$ cat src/rtl/seg7_scan_driver.sv
// seg7_scan_driver
//
// Time-multiplexed seven-segment driver for a common-anode display.
// A packed BCD word and decimal-point mask are captured into shadow
// registers once per scan frame. One digit anode is lit at a time, with
// REFRESH_DIV clocks per digit slot. The first GUARD clocks of every slot
// keep all anodes off to suppress ghosting.
//
// Parameters:
//   DIGITS      number of digits scanned (1..8), digit 0 least significant
//   REFRESH_DIV clocks per digit slot (>= 2)
//   GUARD       blank clocks at the start of each slot (0 <= GUARD < REFRESH_DIV)
//
// Ports:
//   clk      in   system clock, rising edge
//   rst      in   asynchronous reset, active-low
//   En       in   display enable; low forces all anodes off
//   bcd      in   packed BCD, digit i at [4i+3:4i]
//   dp_mask  in   decimal-point request per digit, 1 = lit
//   an       out  anode selects, active-low, registered
//   seg      out  segments {g,f,e,d,c,b,a}, active-low, registered
//   dp       out  decimal point, active-low, registered
//
// Optional feature:
//   SEG_LZB_EN  when defined, leading-zero blanking is enabled. Digit i >= 1
//               is blanked when shadow digits i..DIGITS-1 are all zero and
//               its decimal point is not requested. Digit 0 is never blanked.
module seg7_scan_driver #(
    parameter int DIGITS      = 2,
    parameter int REFRESH_DIV = 100000,
    parameter int GUARD       = 16
) (
    input  logic                  clk,
    input  logic                  rst,
    input  logic                  En,
    input  logic [4*DIGITS-1:0]   bcd,
    input  logic [DIGITS-1:0]     dp_mask,
    output logic [DIGITS-1:0]     an,
    output logic [6:0]            seg,
    output logic                  dp
);

    localparam int P_W   = $clog2(REFRESH_DIV);
    localparam int IDX_W = (DIGITS > 1) ? $clog2(DIGITS) : 1;

    localparam logic [P_W-1:0]   P_MAX   = P_W'(REFRESH_DIV - 1);
    localparam logic [P_W-1:0]   GUARD_P = P_W'(GUARD);
    localparam logic [IDX_W-1:0] IDX_MAX = IDX_W'(DIGITS - 1);

    // Active-low segment pattern {g,f,e,d,c,b,a}; non-BCD codes show a dash.
    function automatic logic [6:0] seg_decode(input logic [3:0] d);
        case (d)
            4'd0:    seg_decode = 7'b1000000;
            4'd1:    seg_decode = 7'b1111001;
            4'd2:    seg_decode = 7'b0100100;
            4'd3:    seg_decode = 7'b0110000;
            4'd4:    seg_decode = 7'b0011001;
            4'd5:    seg_decode = 7'b0010010;
            4'd6:    seg_decode = 7'b0000010;
            4'd7:    seg_decode = 7'b1111000;
            4'd8:    seg_decode = 7'b0000000;
            4'd9:    seg_decode = 7'b0010000;
            default: seg_decode = 7'b0111111;
        endcase
    endfunction

    logic [P_W-1:0]      p;
    logic [IDX_W-1:0]    idx;
    logic [4*DIGITS-1:0] bcd_s;
    logic [DIGITS-1:0]   dp_s;

    logic [3:0]          nib;
    logic                dp_req;
    logic [DIGITS-1:0]   an_sel;
    logic [DIGITS-1:0]   lz;
    logic                lz_act;
    logic                show;

`ifdef SEG_LZB_EN
    logic zero_above;

    // Walk from the most significant digit down; a digit is a leading zero
    // only while every digit at and above it is zero.
    always_comb begin
        lz         = '0;
        zero_above = 1'b1;
        for (int i = DIGITS - 1; i >= 1; i--) begin
            zero_above = zero_above && (bcd_s[4*i +: 4] == 4'd0);
            lz[i]      = zero_above && !dp_s[i];
        end
    end
`else
    assign lz = '0;
`endif

    always_comb begin
        nib    = 4'd0;
        dp_req = 1'b0;
        lz_act = 1'b0;
        an_sel = '1;
        for (int i = 0; i < DIGITS; i++) begin
            if (idx == IDX_W'(i)) begin
                nib       = bcd_s[4*i +: 4];
                dp_req    = dp_s[i];
                lz_act    = lz[i];
                an_sel[i] = 1'b0;
            end
        end
    end

    assign show = En && (p >= GUARD_P) && !lz_act;

    // Stage 0: slot prescaler, digit index and frame shadow.
    // Stage 1: registered pins, decoded from the stage-0 state.
    always_ff @(posedge clk or negedge rst) begin
        if (!rst) begin
            p     <= '0;
            idx   <= '0;
            bcd_s <= '0;
            dp_s  <= '0;
            an    <= '1;
            seg   <= 7'h7F;
            dp    <= 1'b1;
        end else begin
            if (p == P_MAX) begin
                p <= '0;
                if (idx == IDX_MAX) begin
                    // Capture only at the frame boundary so a frame is never torn.
                    idx   <= '0;
                    bcd_s <= bcd;
                    dp_s  <= dp_mask;
                end else begin
                    idx <= idx + 1'b1;
                end
            end else begin
                p <= p + 1'b1;
            end

            if (show) begin
                an  <= an_sel;
                seg <= seg_decode(nib);
                dp  <= ~dp_req;
            end else begin
                an  <= '1;
                seg <= 7'h7F;
                dp  <= 1'b1;
            end
        end
    end

endmodule

$ cat config.mk
export PLATFORM = sky130hd
export DESIGN_NAME = seg7_scan_driver
export DESIGN_NICKNAME = d
export VERILOG_FILES = /design/src/rtl/seg7_scan_driver.sv
export SDC_FILE = /design/constraint.sdc
export NUM_CORES = 1
export LEC_CHECK = 0
export BUFFER_PORTS_ARGS = -buffer_cell sky130_fd_sc_hd__buf_2
export CORE_MARGIN = 8
export CORE_UTILIZATION = 35
export CTS_CLUSTER_SIZE = 25
export DETAILED_ROUTE_END_ITERATION = 10
export GPL_TIMING_DRIVEN = 0
export PLACE_DENSITY = 0.62
export SETUP_SLACK_MARGIN = 0.1
export SLEW_MARGIN = 20
export SYNTH_ARGS = -nofsm -noshare
export SYNTH_HDL_FRONTEND = slang
export SYNTH_SLANG_ARGS = --single-unit
export TNS_END_PERCENT = 5
$ cat constraint.sdc
create_clock -name clk -period 4.1 [get_ports clk]
set_input_delay 0.615 -clock clk [delete_from_list [all_inputs] [get_ports clk]]
set_output_delay 0.615 -clock clk [all_outputs]
set_load 0.01 [all_outputs]
==> results of run 1 <==
kinds of logic after synthesis:
logic type | synth area share, %
xor+xnor | 7.20
compound gates | 3.98
buf+inv | 2.54
flops | 52.8
simple gates | 17.4
fa+ha+maj | 4.80
mux | 11.3
stage by stage:
step           cells  cell area (um2)  power [mW]  hold slack [ns]
6_report         255             2160       0.813            0.403
5_1_grt          255             2160       0.849            0.481
2_1_floorplan    155             1830       0.424            0.319
3_3_place_gp     247             2020       0.446            0.488
4_1_cts          255             2160       0.827            0.442
3_5_place_dp     247             2020       0.447            0.488
cell type report:
cell class / instances / area [um2]
clock inverters: 3 / 68.8
multi-input cells: 106 / 816
repair buffers: 22 / 110
clock buffers: 5 / 68.8
plain buffers: 2 / 12.5
well taps: 70 / 87.6
fillers: 513 / 2910
inverters: 9 / 33.8
flip-flops and latches: 38 / 963
path summary, 6_finish.rpt:
path                            start  slack, ns  cells past startpoint  endpoint
worst min register to register  p[11]       0.49                      1     p[11]
worst max-delay path              idx       2.22                      7    seg[4]
worst max register to register    idx       2.22                      7    seg[4]
worst min-delay path              rst       0.40                      1  bcd_s[1]
max in group asynchronous         rst       3.19                      1     p[10]
min in group clk                p[11]       0.49                      1     p[11]
cell usage after synthesis:
| cell type | instances | area share (%) |
|---|---|---|
| dfstp_2 | 10 | 14 |
| nand3_2 | 2 | 1.1 |
| a41oi_1 | 1 | 0.48 |
| mux2i_1 | 6 | 3.3 |
| nor3_4 | 1 | 0.89 |
| nor4_1 | 2 | 0.69 |
| nand4_4 | 1 | 1.2 |
| inv_1 | 9 | 1.9 |
| mux2_2 | 13 | 8.0 |
| a21oi_1 | 2 | 0.55 |
| dfrtp_1 | 28 | 38 |
| nand2b_1 | 1 | 0.34 |
| a21boi_0 | 1 | 0.41 |
| nand2_1 | 11 | 2.3 |
| and4bb_2 | 1 | 0.69 |
| nor3_1 | 4 | 1.1 |
| and3_1 | 1 | 0.34 |
| nand3_1 | 4 | 1.1 |
| xnor2_1 | 9 | 4.3 |
| a21boi_1 | 1 | 0.41 |
| a21oi_2 | 1 | 0.48 |
| nor2b_1 | 1 | 0.34 |
| buf_2 | 1 | 0.27 |
| or3_4 | 1 | 0.62 |
| or2_2 | 1 | 0.34 |
| and4_1 | 2 | 0.96 |
| or3_1 | 1 | 0.34 |
| xor2_1 | 6 | 2.9 |
| nor4_2 | 1 | 0.69 |
| buf_4 | 1 | 0.41 |
| ha_1 | 7 | 4.8 |
| o21ai_0 | 6 | 1.6 |
| nand4_1 | 2 | 0.69 |
| nand4_2 | 1 | 0.69 |
| nor2_1 | 15 | 3.1 |
registers in the layout, summed over array words and instances, names as in the netlist:
name,flops
dp,1
dp_s,2
seg,7
idx,1
bcd_s,8
an,2
p,17
power by group through the flow:
stage | Sequential (mW) | Combinational [mW] | Clock [mW]
5_1_grt | 0.395 | 0.0520 | 0.402
4_1_cts | 0.394 | 0.0467 | 0.387
2_1_floorplan | 0.403 | 0.0204 | 0
6_report | 0.394 | 0.0447 | 0.374
3_5_place_dp | 0.401 | 0.0466 | 0
3_3_place_gp | 0.400 | 0.0460 | 0
worst register-to-register path, stage by stage, from the launching register on:
cell	delay [ns]
dfrtp_1	0.35
buf_2	0.26
mux2i_1	0.44
ha_1	0.22
inv_1	0.03
or2_2	0.29
mux2i_1	0.14
nand2_1	0.07
routing by layer:
layer  vias up  share of wire (%)  track usage, %
met4         0                1.2            3.23
met1       549                 45            10.9
met2        20                 47            15.2
met3         4                6.9            3.44
li1        585                  -               -
met5         -                  0               0
==> results_dict.tcl, run 1 <==
set metrics [dict create \
    wl_mm 3.07 \
    io-pin-count 23 \
    die_height_um 88.2 \
    setup_violations 0 \
    post-route-drc-count 0 \
    critPathSlowestCell "mux2i_1" \
    syn-num-nets 175 \
    dr.pass1.iters 4 \
    cp_max_fo 10 \
    p_switching_mw 0.160 \
    cts.htree.levels 2 \
    areaGrowthSynthToFinish_pct 18.4 \
    numPortBuffers 22 \
    yosysUniqueCellTypes 35 \
    syn-cell-area_um2 1830 \
    timing.fmax_mhz 531 \
    ir_drop_v 0.000143 \
    initial_utilization_pct 36.0 \
    required_ns 4.30 \
    ys_ff_latch 38 \
    dieArea_um2 7780 \
    drv_slew 0 \
    die_w_um 88.2 \
    ys_warn_count 0 \
    worst_setup_path_start_kind "flip-flop" \
    row_count 26 \
    ys_seq_area_share_pct 52.8 \
    internal_power_mw 0.653 \
    pre_cts_slack_ns 2.19 \
    power.share.clock_pct 46.1 \
    cts_tree "yes" \
    layout_commonest_cell "dfrtp_1" \
    cts_sinks 38 \
    grtUsageTotal_pct 9.30 \
    hp-class "input port to asynchronous set/reset pin" \
    power.leakage_nw 0.971 \
    drive_gt1_share_pct 35.1 \
    grt_pass1_vias 1278 \
    synthCells 155 \
    max_stage_delay_ns 0.43 \
    clkTransAtPathRegs_ns 0.08 \
    timing.final.crit_share_pct 45.9 \
    hold_buffers 0 \
    postRouteAntennaNets 0 \
    final_cell_mix "dfrtp_1 (28), buf_2 (23), nor2_1 (15)" \
    status "completed" \
    grt_max_degree 39 \
    viasPerCell 4.54 \
    worst-path-buf-inv 2 \
    crit_path_end_kind "flip-flop" \
    post-route-util_pct 42.6 \
    avgSynthCellArea_um2 11.8 \
    wl_per_cell_um 12.0 \
    drt_iter0_markers 20 \
    grt_setup_unrepaired "no" \
    critPathMostFrequentCell "mux2i_1" \
    post_cts.repair.setup_buffers 0 \
    seqPwrFrac_pct 48.4 \
    post_cts_resized 0 \
    criticalPathCategory "flip-flop to flip-flop" \
    cts_root_buffer "clkbuf_8" \
    dr_total_vias 1158 \
    clk_path_buf_depth 2 \
    place_hpwl_mm 2.27 \
    grt_pass1_wl_mm 5.62 \
    nets 204 \
    clock_latency_ns 0.29 \
    period_needed_ns 1.88 \
    cp_top_family "multiplexers" \
    switching_share_pct 19.7 \
    tightest_slew_ns 0.791 \
    crit_arrival_ns 2.09 \
    cts_made_buffers 5 \
    coreArea_um2 5070 \
    fin_skew_ns 0.00687 \
    maxCapViolCount 0 \
    setup_slack_ns 2.22 \
    grt-ovfl-total 0 \
    slew_headroom_pct 47.3 \
    num_antenna_cells 0 \
    report.final.hold_viol_count 0 \
    finalWeightedCongestion 0.793 \
    p_comb_share_pct 5.5 \
    power.density_nw_per_um2 376 \
    timing.critical_path.cells "buf_2, mux2i_1, ha_1, inv_1, or2_2, mux2i_1, nand2_1" \
    fin_tns_setup_ns 0 \
    antenna_found_initial 0 \
]
No activity file was read; power rests on OpenSTA's default activity.
==> run 2: changes to the inputs <==
Clock period 4.1 ns to 1.9 ns, I/O delays scaled along.
==> run 2 against run 1 <==
Clock skew about the same. Critical endpoint is now bcd_s[5]. Utilization increased by 1.8 points. Non-clock buffer count increased by 2. Largest power group unchanged.
==> results_dict.tcl, run 2 (same netlist as run 1, synthesis figures left out) <==
set metrics [dict create \
    grt_setup_unrepaired "yes" \
    top_register "p" \
    critPathSlowestCell "dfrtp_1" \
    setup_violations 0 \
    timing.critical_path.cells "ha_4, nand4_4, nor3_4, buf_4, nand4_4, mux2_2" \
    wl_mm 3.30 \
    cts_made_buffers 5 \
    clk_path_buf_depth 2 \
    row_count 26 \
    crit_path_end_kind "flip-flop" \
    met1_usage_pct 11.1 \
    ir_drop_v 0.000302 \
    grt_max_degree 39 \
    report.final.hold_viol_count 0 \
    clock_latency_ns 0.29 \
    final_cell_mix "dfrtp_1 (28), buf_2 (22), nor2_1 (15)" \
    maxCapViolCount 0 \
    post-route-drc-count 0 \
    required_ns 2.08 \
    clkTransAtPathRegs_ns 0.08 \
    fill_cells 500 \
    cp_max_fo 5 \
    r2r_cells 6 \
    hold_buffers 0 \
    nets 207 \
    grtUsageTotal_pct 9.38 \
    timing.fmax_mhz 576 \
    die_w_um 88.2 \
    place_hpwl_mm 2.27 \
    multiInputGateArea_um2 887 \
    tightest_slew_ns 0.800 \
    power.leakage_nw 0.988 \
    finalWeightedCongestion 0.793 \
    cts_root_buffer "clkbuf_8" \
    layout_commonest_cell "dfrtp_1" \
    cts.htree.levels 2 \
    period_needed_ns 1.73 \
    dr_total_vias 1195 \
    seq_area_um2 963 \
    criticalPathCategory "flip-flop to flip-flop" \
    grt_pass1_wl_mm 5.66 \
    dpl.cell_count 247 \
    io-pin-count 23 \
    numPortBuffers 22 \
    hp-class "input port to asynchronous set/reset pin" \
    die_height_um 88.2 \
    coreArea_um2 5070 \
    fin_skew_ns 0.00667 \
    antenna_found_initial 0 \
    grt-ovfl-total 0 \
    areaGrowthSynthToFinish_pct 23.2 \
    design_area_um2 2250 \
    top_regs "p: 17 flops, bcd_s: 8 flops, seg: 7 flops" \
    postRouteAntennaNets 0 \
    max_stage_delay_ns 0.44 \
    dieArea_um2 7780 \
    use_met2_pct 15.3 \
    initial_utilization_pct 36.0 \
    globalRoute.busiestLayer "met2" \
    num_antenna_cells 0 \
    place_area_um2 2020 \
    critPathMostFrequentCell "nand4_4" \
    worst_setup_path_start_kind "flip-flop" \
    drv_slew 0 \
    drive_gt1_share_pct 38.8 \
    slew_headroom_pct 46.7 \
    largest_register_ffs 17 \
    fin_cells 258 \
    crit_arrival_ns 1.91 \
    timing.final.crit_share_pct 91.3 \
    fin_tns_setup_ns 0 \
    global_route.usage.met3_pct 3.44 \
    status "completed" \
    cts_tree "yes" \
    power.density_nw_per_um2 782 \
    cts_sinks 38 \
    wl_per_cell_um 12.8 \
    dr.pass1.iters 4 \
    viasPerCell 4.63 \
    drt_iter0_markers 32 \
    grt_pass1_vias 1279 \
]
## run 2: repair_timing
| action | 4_1_cts | 5_1_grt |
|---|---|---|
| endpoints found under the setup margin | 13 | 21 |
| buffers inserted | 0 | 2 |
| cloned | 0 | 1 |
| gates resized for setup | 1 | 9 |
| pin swaps | 0 | 1 |
## run 2: per-layer routing
layer	wire, um	vias up
met1	1460	570
met3	227	4
met2	1570	24
li1	-	597
met5	0	-
met4	38	0
## run 2: critical path: cells and delay by family, from the launching register on
kind          cells  cell delay (ns)
flops             1             0.44
fa+ha+maj         1             0.19
mux               1             0.32
simple gates      3             0.52
buf+inv           1             0.16
## run 2: final cells by class
type	count	area share (%)
inverter	9	1.50
multi-input combinational	107	39.4
sequential	38	42.8
buffer	2	0.667
clock inverter	3	3.06
tap	70	3.89
timing repair buffer	24	5.56
clock buffer	5	3.06
## run 2: report_power, final
group	leakage, nW	internal (mW)	total (mW)	switching [mW]
clock network	0.0683	0.526	0.809	0.284
logic	0.460	0.0438	0.0991	0.0553
registers	0.459	0.841	0.851	0.0103
## run 2: final timing paths
kind | from | endpoint | slack (ns)
max in group asynchronous | rst | p[10] | 1.31
worst max register to register | p[0] | bcd_s[5] | 0.17
worst min register to register | bcd_s[3] | bcd_s[3] | 0.50
worst min-delay path | rst | bcd_s[1] | 0.07
min in group clk | dp_mask[0] | dp_s[0] | 0.22
worst max-delay path | p[0] | bcd_s[5] | 0.17
## run 2: per-stage QoR
step | setup WS, ns | utilization, % | hold slack (ns) | total power [mW]
floorplan | 0.214 | - | -0.0106 | 0.914
global placement | 0.0137 | 39.9 | 0.429 | 0.963
detailed placement | -0.00725 | 39.9 | 0.435 | 0.965
CTS | 0.0546 | 42.7 | 0.112 | 1.79
global route | 0.0257 | 44.3 | 0.151 | 1.84
finish | 0.165 | 44.3 | 0.0745 | 1.76
==> run 3: changes to the inputs <==
Settings changed: RECOVER_POWER set to 100.
==> run 3 against run 2 <==
Utilization down 0.64 points. Non-clock buffer count unchanged. Critical path depth fell by 2. Critical endpoint is now seg[3]. Combinational power fell by 3.8%. Hold slack improved by 0.029 ns. Routed wire length is 0.67% higher. Via count decreased by 0.59%. Sequential power hardly changed. Largest cell class unchanged. Largest power group unchanged.
==> results_dict.tcl, run 3 (same netlist as run 1, synthesis figures left out) <==
set metrics [dict create \
    status "completed" \
    grt_pass1_vias 1279 \
    grt_setup_unrepaired "yes" \
    viasPerCell 4.60 \
    dr_total_vias 1188 \
    largest_register_ffs 17 \
    dieArea_um2 7780 \
    report.final.hold_viol_count 0 \
    slew_headroom_pct 40.2 \
    max_stage_delay_ns 0.47 \
    timing.critical_path.cells "nor4_4, a41oi_1, a21boi_1, o21ai_0" \
    layout_commonest_cell "dfrtp_1" \
    crit_path_end_kind "flip-flop" \
    die_height_um 88.2 \
    design_area_um2 2220 \
    cts_made_buffers 5 \
    grtUsageTotal_pct 9.38 \
    top_regs "p: 17 flops, bcd_s: 8 flops, seg: 7 flops" \
    finalWeightedCongestion 0.793 \
    clkTransAtPathRegs_ns 0.08 \
    postRouteAntennaNets 0 \
    seq_area_um2 963 \
    io-pin-count 23 \
    drv_slew 0 \
    ir_drop_v 0.000302 \
    startpoint "p[13]" \
    criticalPathCategory "flip-flop to flip-flop" \
    wl_per_cell_um 12.9 \
    num_antenna_cells 0 \
    setup_violations 0 \
    initial_utilization_pct 36.0 \
    coreArea_um2 5070 \
    final_cell_mix "dfrtp_1 (28), nor2_1 (15), mux2_2 (13)" \
    r2r_end "seg[3]" \
    antenna_found_initial 0 \
    worst-path-buf-inv 0 \
    power.density_nw_per_um2 793 \
    dpl.cell_count 247 \
    place_area_um2 2020 \
    maxCapViolCount 0 \
    hold_buffers 0 \
    hp-class "input port to asynchronous set/reset pin" \
    grt_max_degree 39 \
    cts_root_buffer "clkbuf_8" \
    critPathSlowestCell "nor4_4" \
    crit_arrival_ns 1.99 \
    fin_cells 258 \
    post-route-drc-count 0 \
    period_needed_ns 1.78 \
    clk_path_buf_depth 2 \
    dr.pass1.iters 4 \
    cts.htree.levels 2 \
    timing.fmax_mhz 561 \
    holdWs_ns 0.104 \
    place_hpwl_mm 2.27 \
    cp_max_fo 6 \
    grt-ovfl-total 0 \
    required_ns 2.11 \
    top_register "p" \
    drt_iter0_markers 19 \
    cp_top_family "compound AO/OA/AOI/OAI gates" \
    power.leakage_nw 0.966 \
    multiInputGateArea_um2 870 \
    crit-reg2reg-launch "p[13]" \
    wl_mm 3.32 \
    clock_latency_ns 0.29 \
    fin_skew_ns 0.00673 \
    grt_pass1_wl_mm 5.66 \
    r2r_cells 4 \
    cts_tree "yes" \
    row_count 26 \
    die_w_um 88.2 \
    numPortBuffers 22 \
    tightest_slew_ns 0.897 \
    worst_setup_path_start_kind "flip-flop" \
    r2r_setup_slack_ns 0.12 \
    cts_sinks 38 \
    drive_gt1_share_pct 31.9 \
    total_power_mw 1.76 \
    areaGrowthSynthToFinish_pct 21.5 \
    timing.final.crit_share_pct 93.8 \
    fill_cells 508 \
    nets 207 \
]
-- run 3: changes by cell type in the layout (fill, tap and decap cells not counted), sizes merged --
| cell | delta |
|---|---|
| clkbuf | +12 |
| buf | -12 |
-- run 3: worst reg2reg max path, stage by stage (launching register included) --
cell and delay (ns):
dfrtp_1 0.46, nor4_4 0.47, a41oi_1 0.37, a21boi_1 0.28
o21ai_0 0.11
-- run 3: timing repair --
action	4_1_cts	5_1_grt
buffers inserted	0	2
endpoints found under the setup margin	13	21
gates resized for setup	1	9
cloned	0	1
pin swaps	0	1
-- run 3: area by class of cell --
| cell class | instances | share of cell area [%] |
|---|---|---|
| well taps | 70 | 3.95 |
| inverters | 9 | 1.52 |
| multi-input cells | 107 | 39.2 |
| clock buffers | 5 | 3.10 |
| flip-flops and latches | 38 | 43.5 |
| plain buffers | 2 | 0.564 |
| clock inverters | 3 | 3.10 |
| repair buffers | 24 | 5.08 |
-- run 3: worst max-delay path by stage --
stage                     cells past startpoint        to
after floorplan                               7    seg[4]
after global placement                        7    seg[4]
after detailed placement                      7    seg[4]
after CTS                                     5  bcd_s[3]
after global routing                          6  bcd_s[3]
final                                         4    seg[3]
-- run 3: where the power goes --
group,total [mW],internal [mW],leakage (nW),switching [mW]
registers,0.852,0.841,0.459,0.0108
clock network,0.812,0.526,0.0683,0.287
logic,0.0953,0.0400,0.438,0.0553
total,1.76,1.41,0.966,0.353
-- run 3: per-stage QoR --
step	util (%)	setup WS [ns]	TNS (ns)
2_1_floorplan	-	0.214	0
3_3_place_gp	39.9	0.0137	0
3_5_place_dp	39.9	-0.00725	-0.00725
4_1_cts	42.7	0.0546	0
5_1_grt	43.7	0.0276	0
6_report	43.7	0.117	0
-- run 3: layer usage --
| metal | share of wire, % | wire length, um | track usage (%) |
|---|---|---|---|
| met4 | 1.1 | 36 | 3.23 |
| met5 | 0 | 0 | 0 |
| met1 | 45 | 1500 | 11.1 |
| met2 | 47 | 1560 | 15.3 |
| met3 | 6.7 | 223 | 3.44 |
